## src/rtl/clip_controller_if.sv

```systemverilog
// ============================================================================
// clip_controller_if : synchronized button bus in, clip-memory strobes out
// Rev 1.0
// ============================================================================
`default_nettype none

interface clip_controller_if #(
    parameter int ADDR_W = 14
);
    logic [4:0]      sync_i;
    logic [ADDR_W:0] mem_addr_o;
    logic            mem_en_o;
    logic            mem_we_o;
    logic            recording_o;
    logic            playing_o;
    logic [1:0]      clip_valid_o;

    modport master (
        input  sync_i,
        output mem_addr_o, mem_en_o, mem_we_o, recording_o, playing_o, clip_valid_o
    );

    modport slave (
        output sync_i,
        input  mem_addr_o, mem_en_o, mem_we_o, recording_o, playing_o, clip_valid_o
    );
endinterface

`default_nettype wire

```

## src/rtl/clip_controller.sv

```systemverilog
// ============================================================================
// clip_controller : two-clip record/playback sequencer paced by a sample divider
// Rev 1.0
// ============================================================================
`default_nettype none

module clip_controller #(
    parameter int ADDR_W     = 14,
    parameter int SAMPLE_DIV = 2272
) (
    input  wire logic           clk,
    input  wire logic           rst_n,
    clip_controller_if.master   bus
);

    localparam int                DIV_W    = (SAMPLE_DIV > 1) ? $clog2(SAMPLE_DIV) : 1;
    localparam logic [DIV_W-1:0]  DIV_LAST = DIV_W'(SAMPLE_DIV - 1);
    localparam logic [ADDR_W-1:0] ADDR_LAST = '1;
    localparam logic [ADDR_W:0]   LEN_FULL  = {1'b1, {ADDR_W{1'b0}}};
    localparam logic [ADDR_W:0]   LEN_ONE   = {{ADDR_W{1'b0}}, 1'b1};

    localparam logic [1:0] S_IDLE   = 2'd0;
    localparam logic [1:0] S_RECORD = 2'd1;
    localparam logic [1:0] S_PLAY   = 2'd2;

    logic [1:0]            state_q, state_d;
    logic [4:0]            prev_q;
    logic [DIV_W-1:0]      div_q, div_d;
    logic [ADDR_W-1:0]     addr_q, addr_d;
    logic                  clip_q, clip_d;
    logic [1:0][ADDR_W:0]  len_q, len_d;
    logic [1:0]            valid_q, valid_d;
    logic [ADDR_W:0]       mem_addr_q, mem_addr_d;
    logic                  mem_en_q, mem_en_d;
    logic                  mem_we_q, mem_we_d;
    logic                  recording_q, recording_d;
    logic                  playing_q, playing_d;

    logic                  w_clear;
    logic                  w_rec_edge;
    logic                  w_play_edge;
    logic                  w_tick;
    logic                  w_wr;
    logic                  w_rd;
    logic [ADDR_W:0]       w_len_cur;

    assign w_clear     = bus.sync_i[4];
    assign w_rec_edge  = bus.sync_i[3] & ~prev_q[3];
    assign w_play_edge = bus.sync_i[2] & ~prev_q[2];
    assign w_tick      = (div_q == DIV_LAST);
    assign w_len_cur   = len_q[clip_q];

    always_ff @(posedge clk or negedge rst_n) begin
        if (!rst_n) begin
            state_q     <= S_IDLE;
            prev_q      <= '0;
            div_q       <= '0;
            addr_q      <= '0;
            clip_q      <= 1'b0;
            len_q       <= '0;
            valid_q     <= '0;
            mem_addr_q  <= '0;
            mem_en_q    <= 1'b0;
            mem_we_q    <= 1'b0;
            recording_q <= 1'b0;
            playing_q   <= 1'b0;
        end else begin
            state_q     <= state_d;
            prev_q      <= bus.sync_i;
            div_q       <= div_d;
            addr_q      <= addr_d;
            clip_q      <= clip_d;
            len_q       <= len_d;
            valid_q     <= valid_d;
            mem_addr_q  <= mem_addr_d;
            mem_en_q    <= mem_en_d;
            mem_we_q    <= mem_we_d;
            recording_q <= recording_d;
            playing_q   <= playing_d;
        end
    end

    always_comb begin
        state_d = state_q;
        div_d   = div_q;
        addr_d  = addr_q;
        clip_d  = clip_q;
        len_d   = len_q;
        valid_d = valid_q;
        // Soft clear is a level and outranks every edge and tick
        if (w_clear) begin
            state_d = S_IDLE;
            div_d   = '0;
            addr_d  = '0;
            len_d   = '0;
            valid_d = '0;
        end else begin
            case (state_q)
                S_IDLE: begin
                    div_d = '0;
                    if (w_rec_edge) begin
                        state_d                 = S_RECORD;
                        clip_d                  = bus.sync_i[1];
                        addr_d                  = '0;
                        valid_d[bus.sync_i[1]]  = 1'b0;
                        len_d[bus.sync_i[1]]    = '0;
                    end else if (w_play_edge && valid_q[bus.sync_i[0]]) begin
                        state_d = S_PLAY;
                        clip_d  = bus.sync_i[0];
                        addr_d  = '0;
                    end
                end
                S_RECORD: begin
                    div_d = w_tick ? '0 : div_q + 1'b1;
                    if (w_rec_edge) begin
                        state_d         = S_IDLE;
                        len_d[clip_q]   = {1'b0, addr_q};
                        valid_d[clip_q] = (addr_q != '0);
                    end else if (w_tick) begin
                        if (addr_q == ADDR_LAST) begin
                            state_d         = S_IDLE;
                            len_d[clip_q]   = LEN_FULL;
                            valid_d[clip_q] = 1'b1;
                        end else begin
                            addr_d = addr_q + 1'b1;
                        end
                    end
                end
                S_PLAY: begin
                    div_d = w_tick ? '0 : div_q + 1'b1;
                    if (w_play_edge) begin
                        state_d = S_IDLE;
                    end else if (w_tick) begin
                        if ({1'b0, addr_q} == (w_len_cur - LEN_ONE)) begin
                            state_d = S_IDLE;
                        end else begin
                            addr_d = addr_q + 1'b1;
                        end
                    end
                end
                default: state_d = S_IDLE;
            endcase
        end
        if (state_d != state_q) begin
            div_d = '0;
        end
    end

    always_comb begin
        // A stop edge in the tick cycle suppresses that cycle's access
        w_wr        = ~w_clear & (state_q == S_RECORD) & w_tick & ~w_rec_edge;
        w_rd        = ~w_clear & (state_q == S_PLAY)   & w_tick & ~w_play_edge;
        mem_en_d    = w_wr | w_rd;
        mem_we_d    = w_wr;
        mem_addr_d  = (w_wr | w_rd) ? {clip_q, addr_q} : mem_addr_q;
        recording_d = (state_d == S_RECORD);
        playing_d   = (state_d == S_PLAY);
    end

    assign bus.mem_addr_o   = mem_addr_q;
    assign bus.mem_en_o     = mem_en_q;
    assign bus.mem_we_o     = mem_we_q;
    assign bus.recording_o  = recording_q;
    assign bus.playing_o    = playing_q;
    assign bus.clip_valid_o = valid_q;

endmodule

`default_nettype wire

```

## src/flat_wrapper.sv

```systemverilog
// flat-port wrapper written by rule: the top's interface ports become plain ports
module clip_controller_flat 
#(
    parameter int ADDR_W     = 14,
    parameter int SAMPLE_DIV = 2272
)
  (clk, rst_n, bus_sync_i, bus_mem_addr_o, bus_mem_en_o, bus_mem_we_o, bus_recording_o, bus_playing_o, bus_clip_valid_o);
  clip_controller_if #(.ADDR_W(ADDR_W)) bus_i ();
  input  wire logic clk;
  input  wire logic rst_n;
  input wire logic [$bits(bus_i.sync_i)-1:0] bus_sync_i;
  output wire logic [$bits(bus_i.mem_addr_o)-1:0] bus_mem_addr_o;
  output wire logic [$bits(bus_i.mem_en_o)-1:0] bus_mem_en_o;
  output wire logic [$bits(bus_i.mem_we_o)-1:0] bus_mem_we_o;
  output wire logic [$bits(bus_i.recording_o)-1:0] bus_recording_o;
  output wire logic [$bits(bus_i.playing_o)-1:0] bus_playing_o;
  output wire logic [$bits(bus_i.clip_valid_o)-1:0] bus_clip_valid_o;
  assign bus_i.sync_i = bus_sync_i;
  assign bus_mem_addr_o = bus_i.mem_addr_o;
  assign bus_mem_en_o = bus_i.mem_en_o;
  assign bus_mem_we_o = bus_i.mem_we_o;
  assign bus_recording_o = bus_i.recording_o;
  assign bus_playing_o = bus_i.playing_o;
  assign bus_clip_valid_o = bus_i.clip_valid_o;
  clip_controller #(.ADDR_W(ADDR_W), .SAMPLE_DIV(SAMPLE_DIV)) u_core (.clk(clk), .rst_n(rst_n), .bus(bus_i));
endmodule
```

## config.mk

```make
export PLATFORM = sky130hd
export DESIGN_NAME = clip_controller_flat
export DESIGN_NICKNAME = d
export VERILOG_FILES = /design/src/rtl/clip_controller_if.sv /design/src/rtl/clip_controller.sv /design/src/flat_wrapper.sv
export SDC_FILE = /design/constraint.sdc
export NUM_CORES = 1
export LEC_CHECK = 0
export CAP_MARGIN = 20
export CORE_MARGIN = 5
export CORE_UTILIZATION = 45
export CTS_CLUSTER_DIAMETER = 200
export DETAILED_ROUTE_END_ITERATION = 10
export HOLD_SLACK_MARGIN = 0.08
export PLACE_DENSITY_LB_ADDON = 0.25
export SYNTH_ARGS = -nofsm -noshare
export SYNTH_HDL_FRONTEND = slang
export SYNTH_SLANG_ARGS = --single-unit
```

## constraint.sdc

```tcl
create_clock -name clk -period 4.5 [get_ports clk]
set_input_delay 0.9 -clock clk [delete_from_list [all_inputs] [get_ports clk]]
set_output_delay 0.9 -clock clk [all_outputs]
set_load 0.05 [all_outputs]
```

After elaboration in Yosys (flattened, before gate mapping)
Cells that the tools add are included.
- logic and storage cells: 126
- register bits after elaboration: 84
- output and inout port bits: 21
- input bits: 7
- eq/ne operators: 18
- multiplexer cells: 52
- $add $sub $neg: 3
- reduce and logical (&&, ||, !) cells: 13
- bitwise logic cells: 22
- $lt $le $gt $ge: 5
- operators with widths (operator ; count):
    $mux 30 ; 5
    $mux 14 ; 9
    $mux 15 ; 4
    $pmux 30 s2 ; 1
    $pmux 14 s3 ; 1
    $mux 12 ; 3
    $and 30x30->30 ; 1
    $bwmux 30 ; 1
    $demux 15 s1 ; 2
    $not 30->30 ; 1
    $and 28x28->28 ; 1
    $mux 2 ; 14
    $not 28->28 ; 1
    $pmux 12 s2 ; 1
    $eq 14x15->1 ; 1
    $sub 15x1->15 const B ; 1
    $add 14x1->14 const B ; 1
    $eq 14x14->1 const B ; 1
    $reduce_bool 14->1 ; 1
    $add 12x1->12 const B ; 1
    $eq 12x12->1 const B ; 1
    $ne 3x3->1 const B ; 4
    $ne 4x2->1 const B ; 3
    $ne 3x2->1 const B ; 3
    other kinds (25) ; 51

Longest topological paths before layout
- depth after elaboration: 11
- gate-level depth with buffers: 16
- gate-level depth less buffers: 10

Least setup slack after synthesis
No wires, ideal clock.
- path type: register to register
- start point: reg u_core.clip_q
- end point: reg u_core.addr_q[11]
- period minus slack after synthesis: 3.285 ns
- cell stages (with the launch flop): 16
- library setup time: 0.136 ns
- arrival: 3.149 ns
- slack: 1.215 ns
- buffers on the path: 6
- data required time: 4.364 ns
- cell sequence: dfrtp_1 -> buf_6 -> buf_12 -> buf_8 -> buf_4 -> clkbuf_1 -> mux2i_1 -> ha_1 -> o21ai_1 -> or4_1 -> nand4_1 -> nor4_4 -> a31oi_4 -> buf_8 -> mux2i_1 -> a21oi_1
- cells in the longest elaborated chain, start to end: 6
- RTL lines (item ; RTL line ; source):
    from (decl) ; clip_controller.sv:30 ; logic clip_q, clip_d;
    from (signal assigned) ; clip_controller.sv:72 ; clip_q <= clip_d;
    $mux 15 (not written as such) (2 in a row) ; clip_controller.sv:51 ; assign w_len_cur = len_q[clip_q];
    $sub 15x1->15 ; clip_controller.sv:134 ; if ({1'b0, addr_q} == (w_len_cur - LEN_ONE)) begin
    $eq 14x15->1 ; clip_controller.sv:134 ;
    $ne 3x3->1 (no line) ; n/a ;
    $reduce_and 8->1 (no line) ; n/a ;
    to (signal assigned) ; clip_controller.sv:71 ; addr_q <= addr_d;
    to (decl) ; clip_controller.sv:29 ; logic [ADDR_W-1:0] addr_q, addr_d;
No other way between the ends. The select of a mux whose other input is x is not followed.
A chain may end at the register's enable or synchronous reset.

Final worst setup path
- start point: reg u_core.clip_q
- end point: reg u_core.addr_q[12]
The elaborated chain is that of the path after synthesis.

==> flow_summary.toml <==
[clock_tree]
cts_num_sinks = 82
htreeDepth = 3
postCtsHoldBufs = 0
cts_tree = "built"
cts_root_buf = "clkbuf_16"
clk_latency_ns = 0.35
cts-resized-gates = 0
cts_setup_buffers = 0
cts_max_path_buffers = 2
clk_pin_slew_ns = 0.06
numCtsBuffers = 9

[final_layout]
syn2layout_area_growth_pct = 12.0
fin_area_um2 = 6110
seqCellArea_um2 = 2050
fin_nets = 615
num_antenna_cells = 0
multi_input_area_um2 = 3130
drive_above_1_share_pct = 13.6
nFillCells = 1098

[timing]
slew_viol_final = 0
rsz0062_at_grt = "no"
worstMarginPinSlew_ns = 1.18
finalHoldViolations = 0
clock_skew_ns = 0.00667
hold_ws_ns = 0.507
maxSlewHeadroom_pct = 21.1
setup_viol = 0
max_freq_ghz = 0.291
min_period_ns = 3.44
setup_tns_ns = 0
finalCritPeriodShare_pct = 76.4

[synthesis]
syn_avg_cell_area_um2 = 9.14
synth_fa_ha_area_share_pct = 1.84
synthTopCellsByArea = "dfrtp_1 38%, mux2_2 6.8%, a21oi_1 6.1%"
yosys.area_share.simple_pct = 23.3
ys_seq_elements = 82
synth.yosys.seq_area_share_pct = 37.6
synth_nets = 612
synth_top_area_cell = "dfrtp_1"
async_flop_share_pct = 100
syn_area_um2 = 5450
synth.top_cell.area_share_pct = 37.6
ys_warn_count = 0
synth_top_family_by_area = "simple AND/OR/NAND/NOR gates"
synth_edf_count = 0
syn_inst = 597
synth_xor_area_share_pct = 3.21
synth-main-ff-cell = "dfrtp_1"
ys_types = 74
synth-compound-area-share_pct = 18.0
synthMuxAreaShare_pct = 11.1

[grt]
grt_pass1_wl_um = 23500
grt_antenna_before_repair = 0
grt_usage_pct = 20.3
first_global_vias = 4612
grt_max_degree = 55
grt-ovfl-total = 0

[worst_setup_path]
critPathRequiredTime_ns = 4.73
critPathArrivalTime_ns = 3.67
startpoint_type = "flop"
worstPathMaxFanout = 31
crit_type = "reg2reg"
end_kind = "flop"

[die]
core_region_area_um2 = 12000
die_h_um = 120
io_pins = 28
initial_utilization_pct = 45.6
dieWidth_um = 120
rows = 40
design.die.area_um2 = 14400

[run_status]
outcome = "finished clean"

[drt]
remaining_drc_errors = 0
antenna_left = 0
vias = 4664
viasPerCell = 6.20
drt-total-wl_um = 14000
firstDrtPassIters = 5
wl_per_cell_um = 18.7
first_iter_violations = 373

[power_and_ir_drop]
ir_drop_mv = 0.186
p_leak_nw = 2.53
power_density_nw_per_um2 = 318

[placement]
place_area_um2 = 5770
gp_congestion = 0.889
port-buffer-count = 27
hpwl_um = 9340

[worst_hold_path]
hold_path.class = "reg2reg"

[flow_run]
drv_cap = 0
-- cells in the final DEF (no fill, tap or decap), types with 5 or more instances in the layout --
cell / count
buf_4: 15
xor2_1: 9
a21oi_1: 67
a31oi_1: 6
nor2_1: 63
a22o_1: 13
nor2b_1: 5
and3_1: 8
nor3b_1: 24
nand2b_1: 8
nor4_1: 5
dfrtp_1: 81
nand3b_1: 5
mux2_2: 33
inv_1: 7
mux2i_1: 22
nand2_1: 21
a21o_1: 6
nand3_1: 21
o21ai_0: 19
xnor2_1: 11
ha_1: 8
nor3_1: 30
clkbuf_16: 9
clkdlybuf4s50_1: 26
o21ai_1: 5
-- report_power, final --
part / internal, mW / switching [mW] / leakage [nW]
clock network: 0.544 / 0.311 / 0.159
logic: 0.115 / 0.203 / 1.24
registers: 0.745 / 0.0268 / 1.14
total: 1.40 / 0.541 / 2.53
-- worst max-delay path: stages (launching register included) --
cell and delay [ns]:
dfrtp_2 0.77, mux2i_2 0.32, ha_1 0.24, o21ai_1 0.17, or4_1 0.55, nand4_1 0.15
nor4_4 0.07, a31oi_4 0.64, mux2i_1 0.29, a21oi_1 0.09
-- metal layers --
metal,up-vias,routed length (µm),track usage [%]
li1,2205,-,-
met1,2326,6280,25.5
met2,103,6890,33.8
met3,30,511,3.44
met4,0,350,9.74
met5,-,0,0
-- metrics by stage --
step / instances / power (mW) / utilization (%) / setup slack (ns)
6_report: 752 / 1.95 / 51.1 / 1.06
5_1_grt: 752 / 2.03 / 51.1 / 0.873
4_1_cts: 752 / 1.96 / 51.1 / 1.08
3_5_place_dp: 736 / 1.10 / 48.2 / 1.05
3_3_place_gp: 736 / 1.09 / 48.2 / 1.15
2_1_floorplan: 597 / 1.03 / - / 1.22
-- cell type report --
| cell class | count | share of cell area [%] |
|---|---|---|
| clock buffer | 10 | 3.75 |
| tap | 147 | 3.01 |
| inverter | 7 | 0.430 |
| timing repair buffer | 41 | 6.10 |
| multi-input combinational | 459 | 51.2 |
| sequential | 82 | 33.6 |
| clock inverter | 6 | 1.86 |
-- path summary, 6_finish.rpt --
kind / from / end / slack (ns) / cells after the start
min in group asynchronous: rst_n / u_core.len_q[28] / 0.60 / 1
max in group asynchronous: rst_n / u_core.clip_q / 3.04 / 2
setup / recovery: u_core.clip_q / u_core.addr_q[12] / 1.06 / 9
setup reg to reg: u_core.clip_q / u_core.addr_q[12] / 1.06 / 9
hold reg to reg: u_core.bus.mem_addr_o[4] / u_core.bus.mem_addr_o[4] / 0.51 / 1
hold / removal: u_core.bus.mem_addr_o[4] / u_core.bus.mem_addr_o[4] / 0.51 / 1
-- state kept, by name (all words and copies together) (netlist names) --
register / cells
u_core.bus.recording_o: 1
u_core.state_q: 2
u_core.bus.mem_addr_o: 15
u_core.bus.clip_valid_o: 2
u_core.prev_q: 2
u_core.bus.mem_we_o: 1
u_core.clip_q: 1
u_core.div_q: 12
u_core.len_q: 30
u_core.bus.playing_o: 1
u_core.bus.mem_en_o: 1
u_core.addr_q: 14
-- cell families after synthesis --
family | Yosys count
xor+xnor | 20
buf+inv | 56
mux | 56
flops | 82
simple gates | 223
compound gates | 152
fa+ha+maj | 8
-- cells in the mapped netlist (all sizes together) (2+ instances only) --
cell type and instances:
a211oi 4, o22ai 2, and3 8, nor4b 4, a311oi 4, nand3b 6
dfrtp 82, nor3b 25, a21oi 68, nand3 21, and2 3, a32o 4
mux2 33, or3 3, or2 2, xnor2 11, o31ai 3, a22oi 4
ha 8, a31oi 7, inv 7, nand2 22, mux2i 23, nor4 8
nand2b 8, nand4b 3, a22o 13, nor2 63, and3b 2, o21ai 25
or4 3, nor3 31, xor2 9, a221oi 2, nand4 3, clkbuf 37
nor2b 5, a21o 6, buf 12
Power figures use the tool's default switching activity.
